<file path="src/rtl/avalon_st_adt_pkg.sv">
// Shared constants and parameter-legality helpers for the Avalon-ST timing FIFO.
package avalon_st_adt_pkg;

  localparam int DROP_CNT_W = 16;

  // Storage depth must be a power of two so the pointers wrap for free.
  function automatic bit depth_legal(input int depth);
    return (depth >= 2) && (depth <= 64) && ((depth & (depth - 1)) == 0);
  endfunction

  // Only zero- and one-cycle downstream ready latencies are supported.
  function automatic bit ready_latency_legal(input int rl);
    return (rl == 0) || (rl == 1);
  endfunction

  function automatic bit data_w_legal(input int w);
    return (w >= 1) && (w <= 512);
  endfunction

endpackage

</file>
<file path="src/rtl/avalon_st_adt_ram_fifo.sv">
// Circular buffer with wrapping pointers, fill counter and a registered,
// write-first head entry so the output never has a path from wr_data.
module avalon_st_adt_ram_fifo
  import avalon_st_adt_pkg::*;
#(
  parameter int unsigned DATA_W = 8,
  parameter int unsigned DEPTH  = 4
) (
  input  logic                       clk,
  input  logic                       reset,
  input  logic                       push,
  input  logic                       pop,
  input  logic [DATA_W-1:0]          wr_data,
  output logic [DATA_W-1:0]          head_data,
  output logic [$clog2(DEPTH):0]     fill_level
);

  localparam int PTR_W = $clog2(DEPTH);
  localparam int CNT_W = PTR_W + 1;

  logic [PTR_W-1:0]  wr_ptr_q, wr_ptr_d;
  logic [PTR_W-1:0]  rd_ptr_q, rd_ptr_d;
  logic [CNT_W-1:0]  fill_q, fill_d;
  logic [DATA_W-1:0] head_q, head_d;
  logic [DATA_W-1:0] mem_q [DEPTH];

  // Next pointers, fill count and head entry (bypassing a same-cycle write).
  // NOTE: every always_comb output gets a default first, otherwise a missed branch infers a latch.
  always_comb begin
    wr_ptr_d = wr_ptr_q;
    rd_ptr_d = rd_ptr_q;
    fill_d   = fill_q;
    head_d   = head_q;
    if (push) wr_ptr_d = wr_ptr_q + 1'b1;
    if (pop)  rd_ptr_d = rd_ptr_q + 1'b1;
    unique case ({push, pop})
      2'b10:   fill_d = fill_q + 1'b1;
      2'b01:   fill_d = fill_q - 1'b1;
      default: fill_d = fill_q;
    endcase
    // The head only reloads while something is stored; when empty it holds.
    if (fill_d != '0) begin
      if (push && (wr_ptr_q == rd_ptr_d)) head_d = wr_data;
      else                                head_d = mem_q[rd_ptr_d];
    end
  end

  // Control state and head register, cleared asynchronously.
  // NOTE: sequential state uses non-blocking assignments so all flops sample the same pre-edge values.
  always_ff @(posedge clk or posedge reset) begin
    if (reset) begin
      wr_ptr_q <= '0;
      rd_ptr_q <= '0;
      fill_q   <= '0;
      head_q   <= '0;
    end else begin
      wr_ptr_q <= wr_ptr_d;
      rd_ptr_q <= rd_ptr_d;
      fill_q   <= fill_d;
      head_q   <= head_d;
    end
  end

  // Storage array write port.
  // NOTE: the storage array has no reset; the pointers and fill count alone decide what is valid.
  always_ff @(posedge clk) begin
    if (push) mem_q[wr_ptr_q] <= wr_data;
  end

  assign head_data  = head_q;
  assign fill_level = fill_q;

endmodule

</file>
<file path="src/rtl/avalon_st_timing_fifo_adt.sv">
// Avalon-ST timing FIFO: ready-less upstream, ready-latency 0/1 downstream,
// with sticky overflow flag and saturating drop counter.
module avalon_st_timing_fifo_adt
  import avalon_st_adt_pkg::*;
#(
  parameter int unsigned DATA_W            = 8,
  parameter int unsigned DEPTH             = 4,
  parameter int unsigned OUT_READY_LATENCY = 0
) (
  input  logic                       clk,
  input  logic                       reset,
  input  logic                       in_valid,
  input  logic [DATA_W-1:0]          in_data,
  output logic                       out_valid,
  output logic [DATA_W-1:0]          out_data,
  input  logic                       out_ready,
  output logic [$clog2(DEPTH):0]     fill_level,
  output logic                       overflow,
  output logic [DROP_CNT_W-1:0]      drop_count,
  input  logic                       clr_overflow
);

  localparam int CNT_W = $clog2(DEPTH) + 1;

  if (!depth_legal(DEPTH)) begin : g_bad_depth
    $error("avalon_st_timing_fifo_adt: DEPTH=%0d must be a power of two in 2..64", DEPTH);
  end
  if (!ready_latency_legal(OUT_READY_LATENCY)) begin : g_bad_rl
    $error("avalon_st_timing_fifo_adt: OUT_READY_LATENCY=%0d must be 0 or 1", OUT_READY_LATENCY);
  end
  if (!data_w_legal(DATA_W)) begin : g_bad_w
    $error("avalon_st_timing_fifo_adt: DATA_W=%0d must be in 1..512", DATA_W);
  end

  logic [CNT_W-1:0]      fill;
  logic [DATA_W-1:0]     head;
  logic                  pop;
  logic                  push;
  logic                  drop;
  logic                  ready_d_q, ready_d_d;
  logic                  overflow_q, overflow_d;
  logic [DROP_CNT_W-1:0] drop_count_q, drop_count_d;

  avalon_st_adt_ram_fifo #(
    .DATA_W (DATA_W),
    .DEPTH  (DEPTH)
  ) u_ram_fifo (
    .clk        (clk),
    .reset      (reset),
    .push       (push),
    .pop        (pop),
    .wr_data    (in_data),
    .head_data  (head),
    .fill_level (fill)
  );

  // Downstream handshake, push acceptance and overflow accounting.
  always_comb begin
    if (OUT_READY_LATENCY == 0) begin
      out_valid = (fill != '0);
      pop       = out_valid && out_ready;
      ready_d_d = 1'b0;
    end else begin
      // With ready latency 1 the sink may only be offered data one cycle after ready.
      out_valid = ready_d_q && (fill != '0);
      pop       = out_valid;
      ready_d_d = out_ready;
    end
    // A full buffer still takes a beat when the head leaves in the same cycle.
    push = in_valid && ((fill < CNT_W'(DEPTH)) || pop);
    drop = in_valid && !push;

    overflow_d   = overflow_q;
    drop_count_d = drop_count_q;
    if (clr_overflow) begin
      overflow_d   = 1'b0;
      drop_count_d = '0;
    end else if (drop) begin
      overflow_d = 1'b1;
      if (drop_count_q != '1) drop_count_d = drop_count_q + 1'b1;
    end
  end

  // Ready delay line and overflow state.
  always_ff @(posedge clk or posedge reset) begin
    if (reset) begin
      ready_d_q    <= 1'b0;
      overflow_q   <= 1'b0;
      drop_count_q <= '0;
    end else begin
      ready_d_q    <= ready_d_d;
      overflow_q   <= overflow_d;
      drop_count_q <= drop_count_d;
    end
  end

  assign out_data   = head;
  assign fill_level = fill;
  assign overflow   = overflow_q;
  assign drop_count = drop_count_q;

`ifndef SYNTHESIS
  // Announce every discarded beat in simulation.
  always_ff @(posedge clk) begin
    if (!reset && drop) $info("%m: beat dropped (drop_count=%0d)", drop_count_q);
  end
`endif

endmodule

</file>
<file path="config.mk">
export PLATFORM = sky130hd
export DESIGN_NAME = avalon_st_timing_fifo_adt
export DESIGN_NICKNAME = d
export VERILOG_FILES = /design/src/rtl/avalon_st_adt_pkg.sv /design/src/rtl/avalon_st_adt_ram_fifo.sv /design/src/rtl/avalon_st_timing_fifo_adt.sv
export SDC_FILE = /design/constraint.sdc
export NUM_CORES = 1
export LEC_CHECK = 0
export CAP_MARGIN = 20
export CORE_MARGIN = 2
export CORE_UTILIZATION = 30
export CTS_CLUSTER_DIAMETER = 150
export DETAILED_ROUTE_END_ITERATION = 8
export GPL_TIMING_DRIVEN = 0
export PLACE_DENSITY = 0.5
export REMOVE_ABC_BUFFERS = 1
export SLEW_MARGIN = 25
export SYNTH_ARGS = -nofsm -noshare
export SYNTH_HDL_FRONTEND = slang
export SYNTH_SLANG_ARGS = --single-unit
</file>
<file path="constraint.sdc">
create_clock -name clk -period 2.93 [get_ports clk]
set_clock_uncertainty 0.05 [all_clocks]
set_input_delay 0.293 -clock clk [delete_from_list [all_inputs] [get_ports clk]]
set_output_delay 0.293 -clock clk [all_outputs]
set_load 0.01 [all_outputs]
</file>
After elaboration in Yosys (flattened, before gate mapping):

Memory sizes are Yosys's and may differ from the RTL's. A register that Yosys moved wholly into a read port is not among the register bits.
Cells that the tools add are included.

* latch bits: 0
* input bits: 13
* flip-flop bits (word level): 24
* output and inout port bits: 29
* memory bits (read-only): 0
* memory bits (writable): 32
* memories: 1
* word-level logic and storage cells: 34

Memories
* u_ram_fifo.mem_q: depth 4, width 8, rd ports 1, clocked after Yosys merged registers in 1, wr ports 1, line avalon_st_adt_ram_fifo.sv:25 `logic [DATA_W-1:0] mem_q [DEPTH];`

* shifts and indexed selects: 0
* equality and inequality tests: 3
* magnitude comparators: 1
* bitwise operators: 0
* div/mod/pow operators: 0
* multiply operators: 0
* reduce and logical (&&, ||, !) cells: 10
* muxes and demuxes: 9
* add/subtract/negate cells: 5

Operators by type and width (number)
* $mux W16: 3
* $add A16 B1 Y16 const B: 1
* $ne A16 B16 Y1 const B: 1
* $pmux W3 S2: 1
* $reduce_bool A3 Y1: 2
* $add A2 B1 Y2 const B: 2
* $mux W1: 4
* $reduce_bool A2 Y1: 2
* $add A3 B1 Y3 const B: 1
* $logic_and A1 B1 Y1: 3
* $lt A3 B3 Y1 const B: 1
* $sub A3 B1 Y3 const B: 1
* $eq A2 B1 Y1 const B: 1
* $eq A2 B2 Y1 const B: 1
* $mux W2: 1
* $reduce_and A2 Y1: 1
* $logic_not A1 Y1: 1
* $logic_or A1 B1 Y1: 1

Logic depth before layout (Yosys ltp):

Gate-level depths: netlist (run 1).

* depth after elaboration: 8
* gate-level depth with buffers: 14

Hierarchy:

From an unflattened synthesis (run 1), not the netlist that was laid out.

* cell total of the unflattened synthesis: 207
* area total of the unflattened synthesis: 3070.4 um2

Modules (own cells, without submodules)
* avalon_st_adt_ram_fifo: seq. area each 1336.3 um2, area an instance 2026.9 um2, times used 1, cells each 108
* avalon_st_timing_fifo_adt: seq. area each 425.4 um2, area an instance 1043.5 um2, times used 1, cells each 99

Least setup slack after synthesis (run 1):

OpenSTA, ideal clock, no wires.

* path kind: reg2reg
* start: register u_ram_fifo.fill_q[2] (netlist: u_ram_fifo.fill_level[2])
* end: register u_ram_fifo.head_q[0] (netlist: u_ram_fifo.head_data[0]) (read register of u_ram_fifo.mem_q)
* clock period less this slack: 3.219 ns
* data required time: 2.759 ns
* slack: -0.289 ns
* stages on the path, launching flop included: 14
* arrival time: 3.048 ns
* path through: dfrtp_1 > nand2b_1 > nand2_1 > clkbuf_1 > ha_1 > inv_1 > fa_1 > xor2_1 > o21ai_1 > nor4bb_1 > buf_1 > clkbuf_1 > a21oi_1 > a22o_1

* cells in the longest elaborated chain, start to end: 7

Ends and longest elaborated chain
* start: declaration: line avalon_st_adt_ram_fifo.sv:23 `logic [CNT_W-1:0] fill_q, fill_d;`
* start signal: assignment: line avalon_st_adt_ram_fifo.sv:59 `fill_q <= fill_d;`
* parallel branches: the longest is 7 deep, another holds $lt A3 B3 Y1
* end: declaration: line avalon_st_adt_ram_fifo.sv:24 `logic [DATA_W-1:0] head_q, head_d;`

Several ways; the timed one is not identified.
A chain may end at the register's enable or synchronous reset.

Worst setup path after layout (run 1):

* start: register u_ram_fifo.fill_q[2] (netlist: u_ram_fifo.fill_level[2])
* end: register u_ram_fifo.head_q[7] (netlist: u_ram_fifo.head_data[7]) (read register of u_ram_fifo.mem_q)

The elaborated chain is that of the path after synthesis.

==> out/summary.txt, run 1 <==
========================================================================================
Result of the run                                                           complete, no violations
H-Tree Level Count                                                                     3
Placeable core region                                                       10,320 sq um
Width of the die                                                            107.1 microns
Required time worst endpoint                                                     3110 ps
Combinational Power Share                                                          0.442
Number of search-and-repair iterations in the first detailed-routing pass              6
Maximum number of pins on one net before global-route repair                          33
Antenna violations before repair                                                       0
HPWL Detailed                                                                   4.608 mm
Number of design rule violations left after detail routing                             0
Synthesized area per cell                                                    12.71 sq um
Maximum net fanout on the critical path                                               12
Worst min path class                                                         in -> async
Fin crit share                                                                    0.9608
Total via count after detailed routing                                             2,190
Actual slew at the worst max-slew pin                                           827.9 ps
First-pass GRT wire length                                                      11.59 mm
Number of antenna repair diodes                                                        0
Headroom to the max-slew limit                                                    0.4480
Detailed-route vias per instance                                                   4.955
Sw power                                                                        1.309 mW
Flop and latch count out of synthesis                                                 64
Share of power burned in registers                                                 0.365
Area occupied by multi-input gates                                            1425 sq um
Post-route design area                                                        4085 sq um
Number of nets in the layout                                                         321
Share of flip-flops with an asynchronous set or reset                             0.5000
Initial standard-cell utilization of the core                                     0.3089
Post-synthesis cell type with the largest combined area                         edfxtp_1
Clock slew seen by the registers of the worst setup and hold paths                 80 ps
Final routed wirelength across all metal layers                                 7.239 mm
Fraction of layout cells with a size suffix above 1                               0.1961
Max-cap violations                                                                     0
Reg2Reg Capture Point                                                       u_ram_fifo.head_data[7]
Number of enable-type register cells in the synthesized netlist                       32
Overall fraction of global-route tracks in use                                    0.1351
Layout-stage area growth over the synthesis result                                28.09%
Synthesized netlist cell count                                                       251
Final Critical Period                                                            2815 ps
CTS Buf Count                                                                          9
Drt initial violations                                                               105
Most common library cells after synthesis                                   nor2_1 (44), dfrtp_1 (32), edfxtp_1 (32), mux4_2 (16), xor2_1 (15)
Capturing instance or port of the critical path                             u_ram_fifo.head_data[7]
Synth cell types                                                                      42
Clock power frac                                                                   0.193
Internal power of the cells                                                     2.483 mW
Wire length per cell after detailed routing                                 16.38 microns
Fraction of the yosys area taken by sequential cells                              0.5524
Fraction of post-synthesis cell area in the top cell type by area                 0.3013
Final Hold Violating Endpoints                                                         0
Number of max-slew violations in the final report                                      0
Slack of the worst reg-to-reg path                                                110 ps
Number of buffer cells added on primary ports                                         41
ANT nets after route                                                                   0
Total congestion overflow after global routing                                         0
Worst Setup Start Kind                                                              flop
Worst r2r path cells                                                                  13
Sequential standard cell area                                                 1764 sq um
TritonCTS clock tree                                                                done
Largest cells by area after synthesis                                       edfxtp_1 (30%), dfrtp_1 (25%), mux4_2 (11%)
P per Cell Area                                                             928.2 nW/um^2
Count of placed standard cells including taps                                        416
Largest vdd supply drop                                                        0.3751 mV
Crit Path Category                                                            reg -> reg
Clock Tree Buf Depth                                                                   2
Leakage component of the power                                                  1.569 nW
Buffer cell driving the clock tree root                                         clkbuf_8
Ys Warns                                                                               0
Post-detailed-placement cell area                                             3741 sq um
Critical Path End Type                                                              flop
CP startpoint                                                               u_ram_fifo.fill_level[2]
Maximum achievable frequency                                                   355.2 MHz
Total Power                                                                     3.792 mW
Synth Flop Type                                                                 edfxtp_1
Die footprint                                                               11,470 sq um
Start of the worst register-to-register path                                u_ram_fifo.fill_level[2]
Final Non-Filler Cells                                                               442
Arrival time at the worst endpoint                                               3000 ps
Final RePlAce weighted congestion                                                 0.7381
Total number of placement rows                                                        37
Clock network latency to the later pin of the worst-skew pair                     340 ps
Vertical die dimension                                                      107.1 microns
Final setup violation count                                                            0
Netlist area before placement                                                 3189 sq um
Io pins                                                                               42
Fillcell total                                                                       993
RSZ-0062 raised after global routing                                                  no
Sw Share                                                                          0.3451
Library cell with the highest instance count after synthesis                      nor2_1
CTS sink cnt                                                                          64
Via count of the first global-routing pass                                         2,248
========================================================================================
## how the worst min path moves through the flow
stage                            start                      end  slack (ps)  depth (start not counted)
after floorplan           clr_overflow           drop_count[12]         310                          1
after global placement        overflow                 overflow         430                          2
after detailed placement      overflow                 overflow         440                          2
after CTS                        reset  u_ram_fifo.head_data[6]         360                          2
after global routing             reset  u_ram_fifo.head_data[6]         400                          2
final                            reset           drop_count[14]         330                          2
## flip-flops by register name, summed over array words and instances, names as in the netlist
| signal | count |
|---|---|
| u_ram_fifo.rd_ptr_q | 2 |
| u_ram_fifo.wr_ptr_q | 2 |
| u_ram_fifo.mem_q | 32 |
| overflow | 1 |
| drop_count | 16 |
| u_ram_fifo.fill_level | 3 |
| u_ram_fifo.head_data | 8 |
## power by group through the flow
stage          logic [mW]  registers (mW)  clock network, mW
2_1_floorplan       0.945            1.39                  0
3_3_place_gp         1.37            1.41                  0
3_5_place_dp         1.45            1.42                  0
4_1_cts              1.63            1.39              0.757
5_1_grt              1.84            1.42              0.786
6_report             1.67            1.39              0.732
## area by class of cell
class,instances,area share
inverters,7,0.009495
multi-input cells,167,0.3489
clock inverters,6,0.01470
flip-flops and latches,64,0.4319
well taps,136,0.04165
clock buffers,10,0.03124
repair buffers,52,0.1222
## cell families after synthesis
family,synth area share
flops,0.5524
mux,0.1259
buf+inv,0.02432
fa+ha+maj,0.02982
compound gates,0.07768
simple gates,0.1322
xor+xnor,0.05767
## layout by cell type (no fill, tap or decap), types with 2 or more instances in the layout
| master | instances |
|---|---|
| nor2b_1 | 2 |
| buf_6 | 2 |
| and4_1 | 2 |
| clkdlybuf4s50_1 | 40 |
| ha_1 | 5 |
| nand3_1 | 4 |
| nand2_1 | 4 |
| clkinv_2 | 3 |
| a22o_1 | 8 |
| nand4_1 | 5 |
| or3_4 | 2 |
| edfxtp_1 | 32 |
| clkbuf_8 | 9 |
| clkinvlp_4 | 2 |
| mux2i_1 | 2 |
| and3_1 | 8 |
| mux4_2 | 16 |
| xor2_1 | 14 |
| o21ai_1 | 6 |
| o2111ai_1 | 3 |
| buf_4 | 9 |
| dfrtp_1 | 30 |
| o22ai_1 | 8 |
| dfrtp_2 | 2 |
| inv_1 | 5 |
| a21oi_1 | 8 |
| nor2_1 | 44 |
| xnor2_1 | 6 |
## stage by stage
| stage | setup TNS (ps) | util | setup slack (ps) | hold WS, ps |
|---|---|---|---|---|
| final | 0 | 0.3957 | 114.8 | 332.7 |
| after global routing | 0 | 0.3957 | 17.42 | 399.8 |
| after CTS | 0 | 0.3907 | 56.13 | 359.9 |
| after detailed placement | -6434 | 0.3624 | -838.3 | 444.7 |
| after global placement | -17400 | 0.3602 | -2207 | 431.4 |
| after floorplan | -5795 | - | -724.4 | 309.4 |
## routing by layer
metal,vias to the layer above,GRT usage,share of wire
met5,-,0,0
met4,0,0.06122,0.018
met3,10,0.02249,0.035
met2,44,0.2211,0.50
met1,1109,0.1753,0.45
li1,1027,-,-
## critical path, cell delays in order, from the launching register on
cell	delay, ps
dfrtp_2	400
or3_4	430
nand2_8	100
inv_12	50
ha_4	160
inv_1	80
fa_2	220
xor2_2	80
or3_4	330
nor4bb_4	150
buf_4	160
buf_6	130
buf_4	130
a22o_1	220
## timing repair
action                     CTS  global route
hold buffers                 0             0
setup buffers                8             2
pin swaps                    2             4
gates cloned                 1             0
resized for setup           12             8
setup endpoints to repair    8             8
(Power assumes the default switching activity.)
==> inputs of run 2 (changes only) <==
Settings changed: CAP_MARGIN 20 to 0, CTS_CLUSTER_SIZE set to 10.
==> results of run 2 <==
The final DEF is identical to that of run 1; final timing and power are the same.
